--- config.mk ---
export PLATFORM = sky130hd
export DESIGN_NAME = control_unit
export DESIGN_NICKNAME = d
export VERILOG_FILES = /design/src/rtl/proc_pkg.sv /design/src/rtl/reg_sel_decoder.sv /design/src/rtl/control_unit.sv
export SDC_FILE = /design/constraint.sdc
export NUM_CORES = 1
export LEC_CHECK = 0
export ABC_AREA = 1
export CAP_MARGIN = 5
export CELL_PAD_IN_SITES_DETAIL_PLACEMENT = 1
export CELL_PAD_IN_SITES_GLOBAL_PLACEMENT = 1
export CORE_ASPECT_RATIO = 0.75
export CORE_MARGIN = 2
export CORE_UTILIZATION = 26
export DETAILED_ROUTE_END_ITERATION = 16
export GPL_TIMING_DRIVEN = 0
export PLACE_DENSITY = 0.76
export SLEW_MARGIN = 0
export SYNTH_ARGS = -nofsm -noshare
export SYNTH_HDL_FRONTEND = slang
export SYNTH_HIERARCHICAL = 1
export SYNTH_SLANG_ARGS = --single-unit
--- constraint.sdc ---
create_clock -name clk -period 1.8 [get_ports clk]
set_input_delay 0.18 -clock clk [delete_from_list [all_inputs] [get_ports clk]]
set_output_delay 0.18 -clock clk [all_outputs]
set_load 0.02 [all_outputs]
--- src/rtl/proc_pkg.sv ---
// Shared definitions for the 2602 control path: opcodes, register codes, sequencer states, ALU ops.
// CTRL_ILLEGAL_HALT_EN adds the HALT state used to trap illegal opcodes.
package proc_pkg;

  typedef logic [3:0] opcode_t;
  typedef logic [2:0] regcode_t;

  localparam opcode_t OP_LOAD = 4'b0000;
  localparam opcode_t OP_MOVE = 4'b0001;
  localparam opcode_t OP_ADD  = 4'b0010;
  localparam opcode_t OP_XOR  = 4'b0011;
  localparam opcode_t OP_BR   = 4'b1000;

  localparam regcode_t REG_NA = 3'd0;
  localparam regcode_t REG_R1 = 3'd1;
  localparam regcode_t REG_R2 = 3'd2;
  localparam regcode_t REG_R3 = 3'd3;
  localparam regcode_t REG_R4 = 3'd4;
  localparam regcode_t REG_R5 = 3'd5;
  localparam regcode_t REG_R6 = 3'd6;
  localparam regcode_t REG_PC = 3'd7;

  localparam logic ALU_ADD = 1'b0;
  localparam logic ALU_XOR = 1'b1;

  typedef enum logic [2:0] {
    ST_T0,
    ST_T1,
    ST_T2,
    ST_T3
`ifdef CTRL_ILLEGAL_HALT_EN
    , ST_HALT
`endif
  } state_t;

  function automatic logic is_legal(input opcode_t op);
    return (op == OP_LOAD) || (op == OP_MOVE) || (op == OP_ADD) ||
           (op == OP_XOR) || (op == OP_BR);
  endfunction

endpackage

--- src/rtl/reg_sel_decoder.sv ---
// Register code to one-hot strobe decoder; the NA (lowest) and PC (highest) codes never produce a strobe.
module reg_sel_decoder #(
  parameter int ARG_SIZE = 3
) (
  input  logic                     en,
  input  logic [ARG_SIZE-1:0]      code,
  output logic [(1<<ARG_SIZE)-1:0] onehot
);

  localparam int N = 1 << ARG_SIZE;

  for (genvar gi = 0; gi < N; gi++) begin : g_bit
    if (gi == 0 || gi == N - 1) begin : g_masked
      assign onehot[gi] = 1'b0;
    end else begin : g_live
      assign onehot[gi] = en && (code == ARG_SIZE'(gi));
    end
  end

endmodule

--- src/rtl/control_unit.sv ---
// Multi-cycle instruction sequencer: latches an instruction in T0, runs 1-3 execute steps, pulses done/branch.
// Define CTRL_ILLEGAL_HALT_EN to trap illegal opcodes in HALT instead of treating them as NOPs.
module control_unit
  import proc_pkg::*;
#(
  parameter int OP_SIZE  = 4,
  parameter int ARG_SIZE = 3,
  parameter int ARG_NUM  = 2
) (
  input  logic                              clk,
  input  logic                              rst,
  input  logic                              run,
  input  logic [OP_SIZE+ARG_NUM*ARG_SIZE-1:0] instruction,
  output logic                              done,
  output logic                              branch,
  output logic [ARG_NUM*ARG_SIZE-1:0]       branchaddress,
  output logic [(1<<ARG_SIZE)-1:0]          rin,
  output logic [(1<<ARG_SIZE)-1:0]          rout,
  output logic                              din_out,
  output logic                              a_in,
  output logic                              g_in,
  output logic                              g_out,
  output logic                              alu_op,
  output logic                              illegal
);

  localparam int IW = OP_SIZE + ARG_NUM * ARG_SIZE;

  state_t                state_reg;
  logic [IW-1:0]         ir_reg;

  logic [OP_SIZE-1:0]    opcode;
  logic [ARG_SIZE-1:0]   arg1;
  logic [ARG_SIZE-1:0]   arg2;

  assign opcode = ir_reg[IW-1 -: OP_SIZE];
  assign arg1   = ir_reg[2*ARG_SIZE-1 -: ARG_SIZE];
  assign arg2   = ir_reg[ARG_SIZE-1:0];

  // IR only loads on a fetch, so it stays frozen for the whole execute sequence.
  always_ff @(posedge clk) begin
    if (rst) begin
      state_reg <= ST_T0;
      ir_reg    <= '0;
    end else begin
      case (state_reg)
        ST_T0: begin
          if (run) begin
            ir_reg    <= instruction;
            state_reg <= ST_T1;
          end
        end
        ST_T1: begin
          if (opcode == OP_ADD || opcode == OP_XOR) begin
            state_reg <= ST_T2;
`ifdef CTRL_ILLEGAL_HALT_EN
          end else if (!is_legal(opcode)) begin
            state_reg <= ST_HALT;
`endif
          end else begin
            state_reg <= ST_T0;
          end
        end
        ST_T2: state_reg <= ST_T3;
        ST_T3: state_reg <= ST_T0;
`ifdef CTRL_ILLEGAL_HALT_EN
        ST_HALT: state_reg <= ST_HALT;
`endif
        default: state_reg <= ST_T0;
      endcase
    end
  end

  logic                rin_en;
  logic                rout_en;
  logic [ARG_SIZE-1:0] rin_code;
  logic [ARG_SIZE-1:0] rout_code;

  always_comb begin
    done          = 1'b0;
    branch        = 1'b0;
    branchaddress = '0;
    din_out       = 1'b0;
    a_in          = 1'b0;
    g_in          = 1'b0;
    g_out         = 1'b0;
    alu_op        = ALU_ADD;
    illegal       = 1'b0;
    rin_en        = 1'b0;
    rout_en       = 1'b0;
    rin_code      = arg1;
    rout_code     = arg2;
    case (state_reg)
      ST_T1: begin
        case (opcode)
          OP_LOAD: begin
            din_out = 1'b1;
            rin_en  = 1'b1;
            done    = 1'b1;
          end
          OP_MOVE: begin
            rout_en = 1'b1;
            rin_en  = 1'b1;
            done    = 1'b1;
          end
          OP_ADD, OP_XOR: begin
            rout_en   = 1'b1;
            rout_code = arg1;
            a_in      = 1'b1;
          end
          OP_BR: begin
            branch        = 1'b1;
            branchaddress = {arg1, arg2};
          end
          default: begin
            illegal = 1'b1;
`ifndef CTRL_ILLEGAL_HALT_EN
            done    = 1'b1;
`endif
          end
        endcase
      end
      ST_T2: begin
        rout_en = 1'b1;
        g_in    = 1'b1;
        alu_op  = (opcode == OP_XOR) ? ALU_XOR : ALU_ADD;
      end
      ST_T3: begin
        g_out  = 1'b1;
        rin_en = 1'b1;
        done   = 1'b1;
      end
`ifdef CTRL_ILLEGAL_HALT_EN
      ST_HALT: illegal = 1'b1;
`endif
      default: ;
    endcase
  end

  reg_sel_decoder #(.ARG_SIZE(ARG_SIZE)) u_rin_dec (
    .en     (rin_en),
    .code   (rin_code),
    .onehot (rin)
  );

  reg_sel_decoder #(.ARG_SIZE(ARG_SIZE)) u_rout_dec (
    .en     (rout_en),
    .code   (rout_code),
    .onehot (rout)
  );

endmodule

Word-level counts from Yosys, hierarchy flattened
Index checks and enable logic that the tools add are counted.
- bits in registers: 13
- logic and storage cells: 68
- reduce and logical (&&, ||, !) cells: 21
- equal/unequal tests: 20
- mux-type cells: 25
- operators by type and width (operator ; number):
    == test 3 x 2 -> 1 bit (second input constant) ; 6
    == test 3 bit (second input constant) ; 6
    2-to-1 mux 1 bit ; 15
    logical AND 1 bit ; 12
    2-to-1 mux 6 bit ; 2
    == test 3 x 1 -> 1 bit (second input constant) ; 3
    2-to-1 mux 3 bit ; 3
    one-hot mux 3 bit (3 select lines) ; 1
    == test 4 x 2 -> 1 bit (second input constant) ; 2
    one-hot mux 1 bit (2 select lines) ; 3
    OR reduction 3 bit ; 2
    OR reduction 5 bit ; 1
    == test 4 x 1 -> 1 bit (second input constant) ; 1
    == test 4 bit (second input constant) ; 1
    zero test 4 bit ; 1
    OR reduction 2 bit ; 2
    zero test 3 bit ; 1
    2-to-1 mux 2 bit ; 1
    inequality test 2 bit (second input constant) ; 1
    AND reduction 2 bit ; 1
    logical OR 1 bit ; 1

Logic depth before layout (Yosys ltp)
Gate-level depths: netlist of run 1.
- depth after elaboration: 6
- mapped depth: 8
- depth with buffers taken out: 8

Modules after synthesis
The synthesis of run 1 kept the hierarchy.
- by module, submodules not included (module ; area each (um^2) ; times used ; cells each ; sequential area each (um^2)):
    control_unit ; 699.4 ; 1 ; 96 ; 240.2
    reg_sel_decoder ; 75.1 ; 2 ; 18 ; 0.0

Worst setup path after synthesis of run 1
No wires, ideal clock.
- path kind: reg-to-output
- start: register state_reg[1]
- end: output port din_out
- required time: 1620 ps
- path buffers: 0
- stages on the path, launching flop included: 5
- arrival: 1451 ps
- path slack: 169 ps
- path through: dfxtp_1 -> inv_1 -> ha_1 -> inv_1 -> nor4_1
- cells in the longest elaborated chain, start to end: 2
- RTL lines (what ; line ; RTL):
    start, declared ; control_unit.sv:29 ; state_t state_reg;
    start signal, assigned ; control_unit.sv:43 ; state_reg <= ST_T0;
    start signal, assigned ; control_unit.sv:50 ; state_reg <= ST_T1;
    start signal, assigned ; control_unit.sv:55 ; state_reg <= ST_T2;
    == test 3 x 1 -> 1 bit ; control_unit.sv:93 ; case (state_reg)
    2-to-1 mux 1 bit ; control_unit.sv:93 ;
    end, declared ; control_unit.sv:19 ; output logic din_out,
Every way passes these cells.

Worst setup path in the final report of run 1
- start: register ir_reg[9]
- end: output port rout[2]
- cells in the longest elaborated chain, start to end: 6
- RTL lines (what ; line ; RTL):
    start, declared ; control_unit.sv:30 ; logic [IW-1:0] ir_reg;
    start signal, assigned ; control_unit.sv:49 ; ir_reg <= instruction;
    == test 4 x 2 -> 1 bit ; control_unit.sv:95 ; case (opcode)
    OR reduction 2 bit * ; n/a ;
    2-to-1 mux 3 bit * ; control_unit.sv:95 ;
    2-to-1 mux 3 bit * ; control_unit.sv:93 ;
    named net rout_code[2] ; control_unit.sv:77 ; logic [ARG_SIZE-1:0] rout_code;
    == test 3 x 2 -> 1 bit * ; reg_sel_decoder.sv:16 ; assign onehot[gi] = en && (code == ARG_SIZE'(gi));
    logical AND 1 bit * ; reg_sel_decoder.sv:16 ;
    end, declared ; control_unit.sv:18 ; output logic [(1<<ARG_SIZE)-1:0] rout,
Mark *: on every way through the listed nets, which the timed path passes. The rest lies on a longest branch.

==> results of run 1 <==
tightest hold or removal path: stages (launching register included):
cell	delay [ps]
dfxtp_1	310
inv_1	80
a21oi_1	60
power groups by stage:
stage | clock network, mW | registers, mW | logic (mW)
after floorplan | 0 | 0.321 | 0.189
after global placement | 0 | 0.327 | 0.278
after detailed placement | 0 | 0.328 | 0.289
after CTS | 0.312 | 0.330 | 0.293
after global routing | 0.322 | 0.334 | 0.346
final | 0.307 | 0.330 | 0.318
path summary, 6_finish.rpt:
check | start | end | slack [ps]
max | ir_reg[9] | rout[2] | 20
min reg2reg | ir_reg[0] | ir_reg[0] | 490
min | ir_reg[0] | ir_reg[0] | 490
max reg2reg | state_reg[0] | ir_reg[8] | 390
layout make-up:
type | instances | area, um2 | area share
Buffer | 6 | 46.3 | 0.0341
Timing Repair Buffer | 40 | 315 | 0.232
Inverter | 24 | 92.6 | 0.0682
Sequential cell | 12 | 251 | 0.185
Clock buffer | 4 | 55.1 | 0.0406
Multi-Input combinational cell | 92 | 549 | 0.405
Tap cell | 38 | 47.5 | 0.0350
metrics by stage:
step | hold slack [ps] | setup slack, ps | power, mW | cell area, um2 | std cells
6_report | 491 | 17.7 | 0.955 | 1360 | 216
3_5_place_dp | 484 | -369 | 0.617 | 1280 | 210
5_1_grt | 528 | -46.1 | 1.00 | 1360 | 216
4_1_cts | 495 | -68.9 | 0.935 | 1350 | 215
2_1_floorplan | 326 | 169 | 0.510 | 857 | 134
3_3_place_gp | 476 | -312 | 0.605 | 1280 | 210
timing repair:
action                     4_1_cts  5_1_grt
pin swaps                        2        2
resized for setup               54       45
setup endpoints to repair       24       19
buffers inserted                 1        1
Yosys cell counts (all sizes together):
master / count
a21boi: 1
a21oi: 12
and3: 1
buf: 6
conb: 2
dfxtp: 12
ha: 5
inv: 24
nand2: 22
nand3: 3
nand4: 1
nor2: 25
nor3: 1
nor4: 1
o21ai: 15
o21bai: 1
per-layer routing:
layer  wire length (um)  track usage
met3                 95       0.0286
met1               1310        0.171
met5                  0            0
met2               1520        0.287
met4                 48       0.0673
cell families (layout without fill, tap and decap cells):
logic type | after synthesis | after routing | synth area share
flops | 12 | 12 | 0.283
buf+inv | 30 | 74 | 0.161
simple gates | 54 | 54 | 0.298
other cells | 2 | 4 | 0.00884
compound gates | 29 | 29 | 0.177
fa+ha+maj | 5 | 5 | 0.0736
==> impl_metrics.csv, run 1 <==
group,metric,value,unit
setup_path,max_stage_delay,350,ps
setup_path,path_max_fanout,7,
die,start_util,0.281,
layout,final_common_cell,"inv_1",
layout,antenna-diode-count,0,
placement,gp_congestion,0.790,
power,switching_power,0.340,mW
grt,globalRoute.totalOverflow,0,
synth,syn_area_per_cell,6.44,um2
cts,numCtsBuffers,3,
layout,fin_nets,197,
route,drt_iter0_drc,25,
route,first_pass_iters,4,
timing,fmax,0.561,GHz
setup_path,worstSetupEndpointType,"primary output",
outcome,status,"finished, final reports clean",
setup_path,path_cells,"nor3_4, nand2_4, nand2_1, o21ai_2, inv_1, nand2_2, nor2_2, buf_4",
layout,fin_util,0.449,
setup_path,cpLargestDelayFamily,"simple AND/OR/NAND/NOR gates",
layout,largest_reg_flops,10,
placement,dp_hpwl,2.13,mm
layout,syn_to_final_growth,59.8,%
route,wire_per_inst,13.8,um
timing,finalHoldViolations,0,
power,p_comb_frac,0.333,
grt,antenna_found_initial,0,
flow_run,cap_viol_max_count,0,
synth,syn-cell-area,850,um2
layout,drive_above_1_share,0.360,
die,die_area,3750,um2
synth,synthCells,132,
grt,grt.total_usage,0.152,
setup_path,slowest_stage,"dfxtp_2",
die,die_h,53.5,um
cts,cts_hold_buf,0,
die,core_area,3020,um2
layout,nFillCells,404,
layout,final_cell_mix,"inv_1, nand2_1, nor2_1, clkdlybuf4s50_1",
timing,skew,5.18,ps
timing,setup_viol_count_final,0,
route,ant_nets,0,
route,via_per_inst,4.53,
power,swShare,0.356,
setup_path,start_kind,"register",
setup_path,worstSetupPathDepth,8,
cts,cts.sinks,12,
synth,netlist.area_leader.share,0.283,
route,drcViolationCount,0,
route,vias,978,
timing,finalCritPeriodShare,0.990,
route,routed_wirelength,2.98,mm
grt,grt_max_degree,11,
synth,synthTopCellsByArea,"dfxtp_1, inv_1, nand2_1",
timing,maxSlewViolCount,0,
synth,synth_cell_types,23,
setup_path,crit_arrival,1600,ps
power,ir_drop,366,uV
hold_path,hp-class,"reg -> reg",
grt,grt_pass1_vias,942,
placement,io_buffers,38,
cts,clockBufferDepth,2,
timing,rsz0062_at_grt,"yes",
die,rows,17,
power,p_leak,0.629,nW
die,die_w,70.0,um
timing,min_period,1780,ps
cts,clk_pin_slew,60,ps
timing,finalSetupTns,0,ps
cts,cts_tree,"done",
grt,grt_pass1_wl,4.21,mm
hold_path,holdPathStages,2,
die,ios,43,
synth,ys_warn_count,6,
setup_path,path_class,"reg -> out",
setup_path,required,1620,ps
synth,yosysTopAreaCell,"dfxtp_1",
synth,ys_ff_latch,12,
setup_path,cp_num_buf_inv,2,
cts,worstSkewPairLatency,250,ps
synth,seq_area_frac_synth,0.283,
setup_path,ff2ff_path_depth,6,
power,p_clk_frac,0.321,
cts,cts_root_buf,"clkbuf_8",
cts,htreeDepth,1,
power,p_int,0.615,mW
power,power_density,703,nW/um2
power,p_seq_frac,0.346,
Power figures use the tool's default switching activity.
==> inputs of run 2 (changes only) <==
--- a/config.mk
+++ b/config.mk
@@ -12,6 +12,7 @@
 export CORE_ASPECT_RATIO = 0.75
 export CORE_MARGIN = 2
 export CORE_UTILIZATION = 26
+export CTS_CLUSTER_SIZE = 20
 export DETAILED_ROUTE_END_ITERATION = 16
 export GPL_TIMING_DRIVEN = 0
 export PLACE_DENSITY = 0.76
==> results of run 2 <==
No change in the layout: final DEF, timing and power equal those of run 1.
